==> config.mk <==
export PLATFORM = sky130hd
export DESIGN_NAME = motor_encoder_emu
export DESIGN_NICKNAME = d
export VERILOG_FILES = /design/src/rtl/motor_encoder_emu.sv
export SDC_FILE = /design/constraint.sdc
export NUM_CORES = 1
export LEC_CHECK = 0
export ABC_AREA = 1
export BUFFER_PORTS_ARGS = -buffer_cell sky130_fd_sc_hd__buf_4
export CAP_MARGIN = 20
export CORE_MARGIN = 2
export CORE_UTILIZATION = 35
export DETAILED_ROUTE_END_ITERATION = 6
export PLACE_DENSITY = 0.53
export SYNTH_ARGS = -nofsm -noshare
export SYNTH_HDL_FRONTEND = slang
export SYNTH_SLANG_ARGS = --single-unit
==> constraint.sdc <==
create_clock -name clk -period 5.4 [get_ports clk]
set_clock_uncertainty 0.15 [all_clocks]
set_input_delay 0.27 -clock clk [delete_from_list [all_inputs] [get_ports clk]]
set_output_delay 0.27 -clock clk [all_outputs]
set_load 0.005 [all_outputs]
==> src/rtl/motor_encoder_emu.sv <==
// Motor + encoder emulator: measures driver PWM duty per frame, lags it into a speed,
// and turns that speed into an encoder square wave through a phase accumulator.
module motor_encoder_emu #(
  parameter int PWM_PERIOD  = 16384,
  parameter int DW          = 15,
  parameter int PHASE_MAX   = 16777216,
  parameter int LAG_SHIFT   = 2,
  parameter int BRAKE_SHIFT = 0
) (
  input  logic          clk,
  input  logic          n_rst,
  input  logic          pwm,
  input  logic          in1,
  input  logic          in2,
  input  logic          stnby,
  output logic          fb,
  output logic          dir,
  output logic [DW-1:0] speed,
  output logic [DW-1:0] duty_meas,
  output logic          frame_tick
);

  localparam int              CW   = $clog2(PWM_PERIOD);
  localparam logic [CW-1:0]   LAST = CW'(PWM_PERIOD - 1);
  localparam logic [31:0]     PMAX = 32'(PHASE_MAX);

  typedef enum logic [1:0] {CMD_COAST, CMD_FWD, CMD_REV, CMD_BRAKE} cmd_t;

  logic [CW-1:0]      frame_cnt;
  logic [DW-1:0]      high_cnt;
  logic [31:0]        phase;
  logic [31:0]        phase_sum;
  cmd_t               cmd;
  cmd_t               cmd_dec;
  logic               drive;
  logic               req_dir;
  logic [DW-1:0]      target;
  logic signed [DW:0] delta;
  logic signed [DW:0] step;
  logic [DW-1:0]      next_speed;

  always_comb begin
    cmd_dec = CMD_COAST;
    if (stnby) begin
      case ({in1, in2})
        2'b10:   cmd_dec = CMD_FWD;
        2'b01:   cmd_dec = CMD_REV;
        2'b11:   cmd_dec = CMD_BRAKE;
        default: cmd_dec = CMD_COAST;
      endcase
    end
  end

  // A direction request against the current rotation first spins the motor down to zero.
  always_comb begin
    drive   = (cmd == CMD_FWD) || (cmd == CMD_REV);
    req_dir = (cmd == CMD_FWD);
    target  = '0;
    if (drive && (req_dir == dir))
      target = duty_meas;
    delta = $signed({1'b0, target}) - $signed({1'b0, speed});
    step  = (cmd == CMD_BRAKE) ? (delta >>> BRAKE_SHIFT) : (delta >>> LAG_SHIFT);
    // Floor shifting can stall short of target; a unit step guarantees exact convergence.
    if ((step == '0) && (delta != '0))
      step = delta[DW] ? '1 : (DW+1)'(1);
    next_speed = speed + step[DW-1:0];
    phase_sum  = phase + 32'(speed);
  end

  always_ff @(posedge clk) begin
    if (!n_rst) begin
      frame_cnt  <= '0;
      high_cnt   <= '0;
      duty_meas  <= '0;
      frame_tick <= 1'b0;
      cmd        <= CMD_COAST;
      speed      <= '0;
      dir        <= 1'b1;
      phase      <= '0;
      fb         <= 1'b0;
    end else begin
      frame_tick <= 1'b0;
      if (frame_cnt == LAST) begin
        frame_cnt  <= '0;
        duty_meas  <= high_cnt + DW'(pwm);
        high_cnt   <= '0;
        frame_tick <= 1'b1;
        cmd        <= cmd_dec;
      end else begin
        frame_cnt <= frame_cnt + 1'b1;
        high_cnt  <= high_cnt + DW'(pwm);
      end

      if (frame_tick) begin
        speed <= next_speed;
        if (drive && (req_dir != dir) && (speed == '0))
          dir <= req_dir;
      end

      if (phase_sum >= PMAX) begin
        phase <= phase_sum - PMAX;
        fb    <= ~fb;
      end else begin
        phase <= phase_sum;
      end
    end
  end

endmodule

After elaboration in Yosys (flattened, before gate mapping)
Index checks and enable logic that the tools add are counted.
{"block": "totals", "ff_bits": 96, "in_bits": 6, "word_cells": 45}
{"block": "op_classes", "reduce_logical": 10, "n_eq_ne": 9, "order_cmp": 1, "bitwise": 2, "n_addsub": 6, "muxes": 8}
{"operator": "15-bit 2-to-1 mux", "count": 4}
{"operator": "32-bit by 15-bit adder with 32-bit output", "count": 1}
{"operator": "32-bit by 25-bit greater-or-equal comparator with 1-bit output, second input constant", "count": 1}
{"operator": "32-bit 2-to-1 mux", "count": 1}
{"operator": "32-bit by 25-bit subtractor with 32-bit output, second input constant", "count": 1}
{"operator": "16-bit zero test", "count": 1}
{"operator": "16-bit nonzero test", "count": 1}
{"operator": "15-bit by 15-bit subtractor with 16-bit output", "count": 1}
{"operator": "15-bit by 1-bit adder with 15-bit output", "count": 1}
{"operator": "15-bit adder", "count": 1}
{"operator": "15-bit zero test", "count": 1}
{"operator": "14-bit by 1-bit adder with 14-bit output, second input constant", "count": 1}
{"operator": "14-bit == test, second input constant", "count": 1}
{"operator": "2-bit == test, second input constant", "count": 4}
{"operator": "2-bit case mux with 3 select lines", "count": 1}
{"operator": "2-bit by 1-bit == test with 1-bit output, second input constant", "count": 2}
{"operator": "1-bit logical AND", "count": 4}
{"operator": "2-bit 2-to-1 mux", "count": 1}
{"operator": "1-bit inverter", "count": 2}
{"operator": "2-bit AND reduction", "count": 1}
{"operator": "2-bit OR reduction", "count": 1}
{"operator": "1-bit == test", "count": 1}
{"operator": "1-bit logical OR", "count": 1}
{"operator": "1-bit 2-to-1 mux", "count": 1}
{"operator": "1-bit inequality test", "count": 1}

Logic depth before layout (Yosys ltp)
Gate-level depths: netlist (run 1).
{"block": "logic_depth", "ltp_word": 10, "depth_mapped": 38, "mapped_depth_nobuf": 38}

Worst setup path before layout (run 1)
OpenSTA, ideal clock, no wires.
{"block": "synth_path", "kind": "reg2reg", "start": "register cmd[1]", "end": "register speed[14]", "setup_ns": 0.114, "slack_ns": 0.987, "arrival_time_ns": 4.149, "n_path_buf": 1, "synth_period_minus_slack_ns": 4.413, "stages_incl_launch_ff": 32, "t_required_ns": 5.136, "path_cell_list": "dfxtp_1 inv_1 ha_1 xor2_1 nor2_1 inv_1 clkbuf_1 nor2_1 ha_1 a21o_1 a21o_1 o21bai_1 xnor2_1 nand3_1 nor2_1 a21oi_1 nand3_1 nand2_1 ha_1 fa_1 nand3_1 nand2_1 nand4_1 nand2_1 a21oi_1 inv_1 nand3_1 nand2_1 inv_1 nand2_1 a21oi_1 nor2_1"}
{"block": "synth_via", "elab_chain_cells": 10, "word_cells_on_any_way": 15}
{"item": "from (decl)", "line_no": "33", "rtl": "cmd_t cmd;"}
{"item": "from (signal assigned)", "line_no": "88", "rtl": "cmd <= cmd_dec;"}
{"item": "2-bit by 1-bit == test with 1-bit output *", "line_no": "57", "rtl": "req_dir = (cmd == CMD_FWD);"}
{"item": "named net req_dir", "line_no": "36", "rtl": "logic req_dir;"}
{"item": "1-bit == test or 1-bit logical OR (tied branches)", "line_no": "59, 56"}
{"item": "1-bit logical AND *", "line_no": "59", "rtl": "if (drive && (req_dir == dir))"}
{"item": "15-bit 2-to-1 mux *", "line_no": "59"}
{"item": "15-bit by 15-bit subtractor with 16-bit output *", "line_no": "61", "rtl": "delta = $signed({1'b0, target}) - $signed({1'b0, speed});"}
{"item": "15-bit 2-to-1 mux", "line_no": "62", "rtl": "step = (cmd == CMD_BRAKE) ? (delta >>> BRAKE_SHIFT) : (delta >>> LAG_SHIFT);"}
{"item": "16-bit zero test", "line_no": "64", "rtl": "if ((step == '0) && (delta != '0))"}
{"item": "1-bit logical AND", "line_no": "64"}
{"item": "15-bit 2-to-1 mux *", "line_no": "64"}
{"item": "15-bit adder *", "line_no": "66", "rtl": "next_speed = speed + step[DW-1:0];"}
{"item": "to (signal assigned)", "line_no": "95", "rtl": "speed <= next_speed;"}
{"item": "to (decl)", "line_no": "18", "rtl": "output logic [DW-1:0] speed,"}
Mark *: on every way through the listed nets, which the timed path passes. The rest lies on a longest branch.
A chain may end at the register's enable or synchronous reset.

Worst setup path after layout (run 1)
Ends and elaborated chain as after synthesis.

==> results of run 1 <==
-- cells by family after synthesis --
kind of cell | share of synthesized area (%)
fa+ha+maj | 9.99
compound gates | 9.95
flops | 27.0
simple gates | 34.6
buf+inv | 11.9
xor+xnor | 6.63
-- cells in the mapped netlist, drive strengths merged --
cell    count  area, µm²
xor2       37        332
dfxtp      96       1920
nand3      71        398
o21ai      44        220
clkbuf      9       33.8
xnor2      16        140
clkinv      1       3.75
a221oi      1       8.76
nor2      140        566
or2         2       12.5
nand3b      8       60.1
o211ai      1       7.51
ha         52        651
o41ai       1       8.76
nor3b       4       30.0
inv       201        754
fa          3       60.1
a31oi       1       6.26
nand2     297       1140
a21o        5       37.5
a21oi      64        320
buf         7       52.5
nor3       15       96.4
nor4        2       12.5
o22ai      11       68.8
o21a        1       7.51
o21bai      3       22.5
nand4      22        144
-- where the power goes --
part / internal [mW] / switching [mW]
logic: 0.0993 / 0.171
clock network: 0.333 / 0.338
registers: 0.735 / 0.0190
total: 1.17 / 0.528
-- layout make-up --
class / count / area share [%]
multi-input combinational: 801 / 54.4
sequential: 96 / 24.0
inverter: 202 / 9.47
tap: 270 / 4.22
timing repair buffer: 43 / 4.03
clock buffer: 9 / 2.81
clock inverter: 7 / 1.09
-- through the flow --
stage	total power, mW	setup WS, ps	instance area, µm²	util, %	hold WS [ps]
after detailed placement	1.04	383	7670	38.1	294
after floorplan	0.989	987	7120	-	259
after global routing	1.80	36.3	8010	39.8	24.0
final	1.69	545	8010	39.8	12.2
after global placement	1.04	501	7670	38.1	278
after CTS	1.72	374	7980	39.7	5.60
-- worst min path at each step --
| stage | to | from |
|---|---|---|
| global placement | frame_cnt[0] | frame_cnt[0] |
| floorplan | cmd[1] | in2 |
| global route | cmd[1] | in2 |
| detailed placement | frame_cnt[0] | frame_cnt[0] |
| finish | cmd[1] | in2 |
| CTS | cmd[1] | in2 |
-- flip-flops by register name (all words and copies together) (netlist names) --
register and flops:
speed 15, phase 32, high_cnt 15, frame_tick 1, fb 1, duty_meas 15, cmd 2, dir 1
frame_cnt 14
-- worst register-to-register path: cells and delay by family (launching register included) --
kind | cells | cell delay, ps
and+or+nand+nor | 15 | 1490
adders and majority gates | 4 | 1110
AOI/OAI and AO/OA | 6 | 850
xor gates and xnor gates | 2 | 450
buffers and inverters | 5 | 420
DFF | 1 | 330
-- repair_timing --
item	CTS	global route
buffers inserted	0	3
gates resized for setup	0	3
setup endpoints to repair	0	5
-- metal layers --
| metal | track usage (%) | vias up | wire length (µm) |
|---|---|---|---|
| met3 | 2.03 | 28 | 527 |
| met4 | 7.14 | 0 | 495 |
| met5 | 0 | - | 0 |
| met1 | 26.0 | 3023 | 9600 |
| met2 | 28.8 | 97 | 8440 |
| li1 | - | 3589 | - |
==> results.toml, run 1 <==
[die]
floorplan.rows = 52
core_area_um2 = 20100
pin_count = 39
start_util_pct = 35.4
die_h_um = 147
die_w_um = 147
die-area_um2 = 21500

[clocking]
clockRootBuffer = "clkbuf_16"
htree_levels = 3
clk_latency_ps = 360
clock_path_buffers = 2
cts_sinks = 96
cts_hold_buf = 0
cts_tree = "built"
cts.clk_slew.worst_paths_ps = 90
numCtsBuffers = 9

[cells_and_area]
antenna_cells = 0
instances_no_fill = 1428
drive_gt1_share_pct = 9.41
final_cell_mix = "289 x nand2_1, 189 x inv_1, 126 x nor2_1"
final_common_cell = "nand2_1"
multi_input_area_um2 = 4360
fillCellCount = 2211
syn_to_final_growth_pct = 12.6
regArea_um2 = 1920
finalNetCount = 1214

[synthesis]
syn-cell-area_um2 = 7120
synth_area_per_cell_um2 = 6.38
synthCells = 1115
synth_nets = 1176
synth-seq-cells = 96
yosysSeqAreaShare_pct = 27.0
yosysUniqueCellTypes = 42
yosys_warnings = 0

[setup_path]
cp-startpoint = "cmd[1]"
end_kind = "register"
critPathSlowestCell = "fa_1"
cp.required_ps = 5560
cp_data_arrival_time_ps = 5010
cpPeakStageDelay_ps = 400
r2r-end = "speed[14]"
r2r_start = "cmd[1]"
path_class = "register to register"
setup.worst_path.end = "speed[14]"
worst-path-max-fanout = 6
cp.buffers_inverters = 5
critPathLaunchType = "register"
path_delay_family = "simple AND/OR/NAND/NOR gates"
rr_worst_depth = 32
reg2reg_slack_ps = 540
path_depth = 32

[global_route]
overflow = 0
grt_max_degree = 43
antenna_found_initial = 0
grt_pass1_wl_mm = 31.7
grt_pass1_vias = 6299
track_usage_pct = 18.4

[power]
peakVddDrop_uv = 148
p_per_area_nw_per_um2 = 212
p_leak_nw = 4.25

[timing]
clock.fmax_mhz = 206
hold_violations = 0
setup_viol = 0
relSlewSlack_pct = 57.0
setup_tns_ps = 0
fin_crit_sh_pct = 89.9
slew_viol_final = 0
min_period_ps = 4860
rsz0062_at_grt = "false"
tightest_slew_ps = 644

[placed_design]
gp_congestion = 0.882
dp_cells = 1409
dpl.hpwl_mm = 15.3
io_buffers = 38

[hold_path]
whs_path_depth = 3
min_path_type = "input port to register"

[detailed_routing]
first_pass_iters = 5
drtIter0Drc = 382
vias = 6737
drt_wl_total_mm = 19.1
drtAntennaViolNets = 0
post_drt_wl_per_cell_um = 13.3
drc_errors = 0
vias_per_cell = 4.72

[status]
status = "finished, final reports clean"

[run]
maxCapViolCount = 0
No activity file was read; power rests on OpenSTA's default activity.
==> inputs of run 2 (changes only) <==
==> constraint.sdc (replaced) <==
create_clock -name clk -period 5.4 [get_ports clk]
set_clock_uncertainty 0.15 [all_clocks]
set_input_delay 0.81 -clock clk [delete_from_list [all_inputs] [get_ports clk]]
set_output_delay 0.81 -clock clk [all_outputs]
set_load 0.005 [all_outputs]
==> run 2 against run 1 <==
  * Fmax fell by 2.5%
  * Power fell by 0.96%
  * Sequential share of layout area barely moved
  * Count of clock-buffer cells in the layout did not move
  * Final area barely moved
  * Sequential power barely moved
==> results.toml, run 2 (synthesis results as in run 1) <==
[cells_and_area]
fin_util_pct = 39.9
regArea_um2 = 1920
fillCellCount = 2210
finalNetCount = 1215
largest_register_ffs = 32
multi_input_area_um2 = 4350
antenna_cells = 0
syn_to_final_growth_pct = 12.6
drive_gt1_share_pct = 9.40
final_common_cell = "nand2_1"
instances_no_fill = 1429
final_cell_area_um2 = 8010
final_cell_mix = "289 x nand2_1, 189 x inv_1, 126 x nor2_1"
top_register = "phase"

[die]
floorplan.rows = 52
die-area_um2 = 21500
pin_count = 39
core_area_um2 = 20100
start_util_pct = 35.4
die_h_um = 147
die_w_um = 147

[placed_design]
gp_congestion = 0.878
dpl.hpwl_mm = 15.3
dp_cells = 1409
post-place-ws_ps = 356
place_area_um2 = 7670
io_buffers = 38

[timing]
hold_violations = 0
slew_viol_final = 0
clock.fmax_mhz = 201
fin_crit_sh_pct = 92.2
setup_viol = 0
tightest_slew_ps = 635
worst_slack_ps = 421
rsz0062_at_grt = "true"
min_period_ps = 4980
setup_tns_ps = 0
relSlewSlack_pct = 57.6

[run]
maxCapViolCount = 0

[detailed_routing]
drc_errors = 0
vias = 6705
drt_wl_total_mm = 19.0
first_pass_iters = 5
drtAntennaViolNets = 0
drtIter0Drc = 412
post_drt_wl_per_cell_um = 13.3
vias_per_cell = 4.69

[clocking]
clk_latency_ps = 350
clockRootBuffer = "clkbuf_16"
clock_path_buffers = 2
cts_hold_buf = 0
numCtsBuffers = 9
cts_sinks = 96
cts_tree = "built"
cts.clk_slew.worst_paths_ps = 80
htree_levels = 3

[global_route]
grt_pass1_vias = 6226
antenna_found_initial = 0
overflow = 0
track_usage_pct = 18.1
grt_max_degree = 42
grt_pass1_wl_mm = 31.3

[power]
peakVddDrop_uv = 127
p_per_area_nw_per_um2 = 210
p_leak_nw = 4.25

[setup_path]
setup.worst_path.end = "speed[14]"
rr_worst_depth = 34
path_class = "register to register"
end_kind = "register"
r2r_start = "cmd[1]"
cpPeakStageDelay_ps = 420
worst-path-max-fanout = 8
critPathLaunchType = "register"
r2r-end = "speed[14]"
reg2reg_slack_ps = 420
cp.required_ps = 5540
critPathSlowestCell = "fa_1"
cp_common_cell = "nand2_1"
cp_data_arrival_time_ps = 5120
cp-startpoint = "cmd[1]"

[status]
status = "finished, final reports clean"

[hold_path]
min_path_type = "register to register"
==> run 2: how the worst min path moves through the flow <==
stage | cells past startpoint | endpoint | startpoint
2_1_floorplan | 1 | frame_cnt[0] | frame_cnt[0]
3_3_place_gp | 1 | frame_cnt[0] | frame_cnt[0]
3_5_place_dp | 1 | frame_cnt[0] | frame_cnt[0]
4_1_cts | 1 | frame_cnt[0] | frame_cnt[0]
5_1_grt | 1 | frame_cnt[13] | frame_cnt[13]
6_report | 1 | frame_cnt[0] | frame_cnt[0]
==> run 2: repair_timing <==
action                     in CTS  in global routing
resized for setup               0                  4
setup endpoints to repair       0                  5
buffers inserted                0                  4
==> run 2: worst max-delay path: cells and delay by family, from the launching register on <==
| kind | cells | cell delay (ps) |
|---|---|---|
| and+or+nand+nor | 17 | 1640 |
| AOI/OAI and AO/OA | 6 | 760 |
| adders and majority gates | 4 | 1120 |
| DFF | 1 | 330 |
| buffers and inverters | 5 | 450 |
| xor gates and xnor gates | 2 | 450 |
==> run 2: layer usage <==
layer,part of all wire [%],global-route usage [%]
met5,0,0
met4,1.7,5.44
met3,2.9,2.16
met2,45,29.0
met1,51,25.7
==> run 2: stage by stage <==
stage          hold WS [ps]  power [mW]
6_report                303        1.68
3_5_place_dp            289        1.04
4_1_cts                 309        1.71
5_1_grt                 329        1.78
2_1_floorplan           267       0.989
3_3_place_gp            279        1.04
==> run 2: cell type report <==
type	count	share of cell area [%]
sequential	96	24.0
tap	270	4.22
clock inverter	7	1.08
timing repair buffer	44	4.12
inverter	202	9.46
multi-input combinational	801	54.3
clock buffer	9	2.81
==> run 2: report_power, final <==
group	internal, mW	leakage (nW)	switching (mW)
Sequential	0.735	0.776	0.0194
Clock	0.331	0.150	0.327
Combinational	0.0991	3.32	0.168
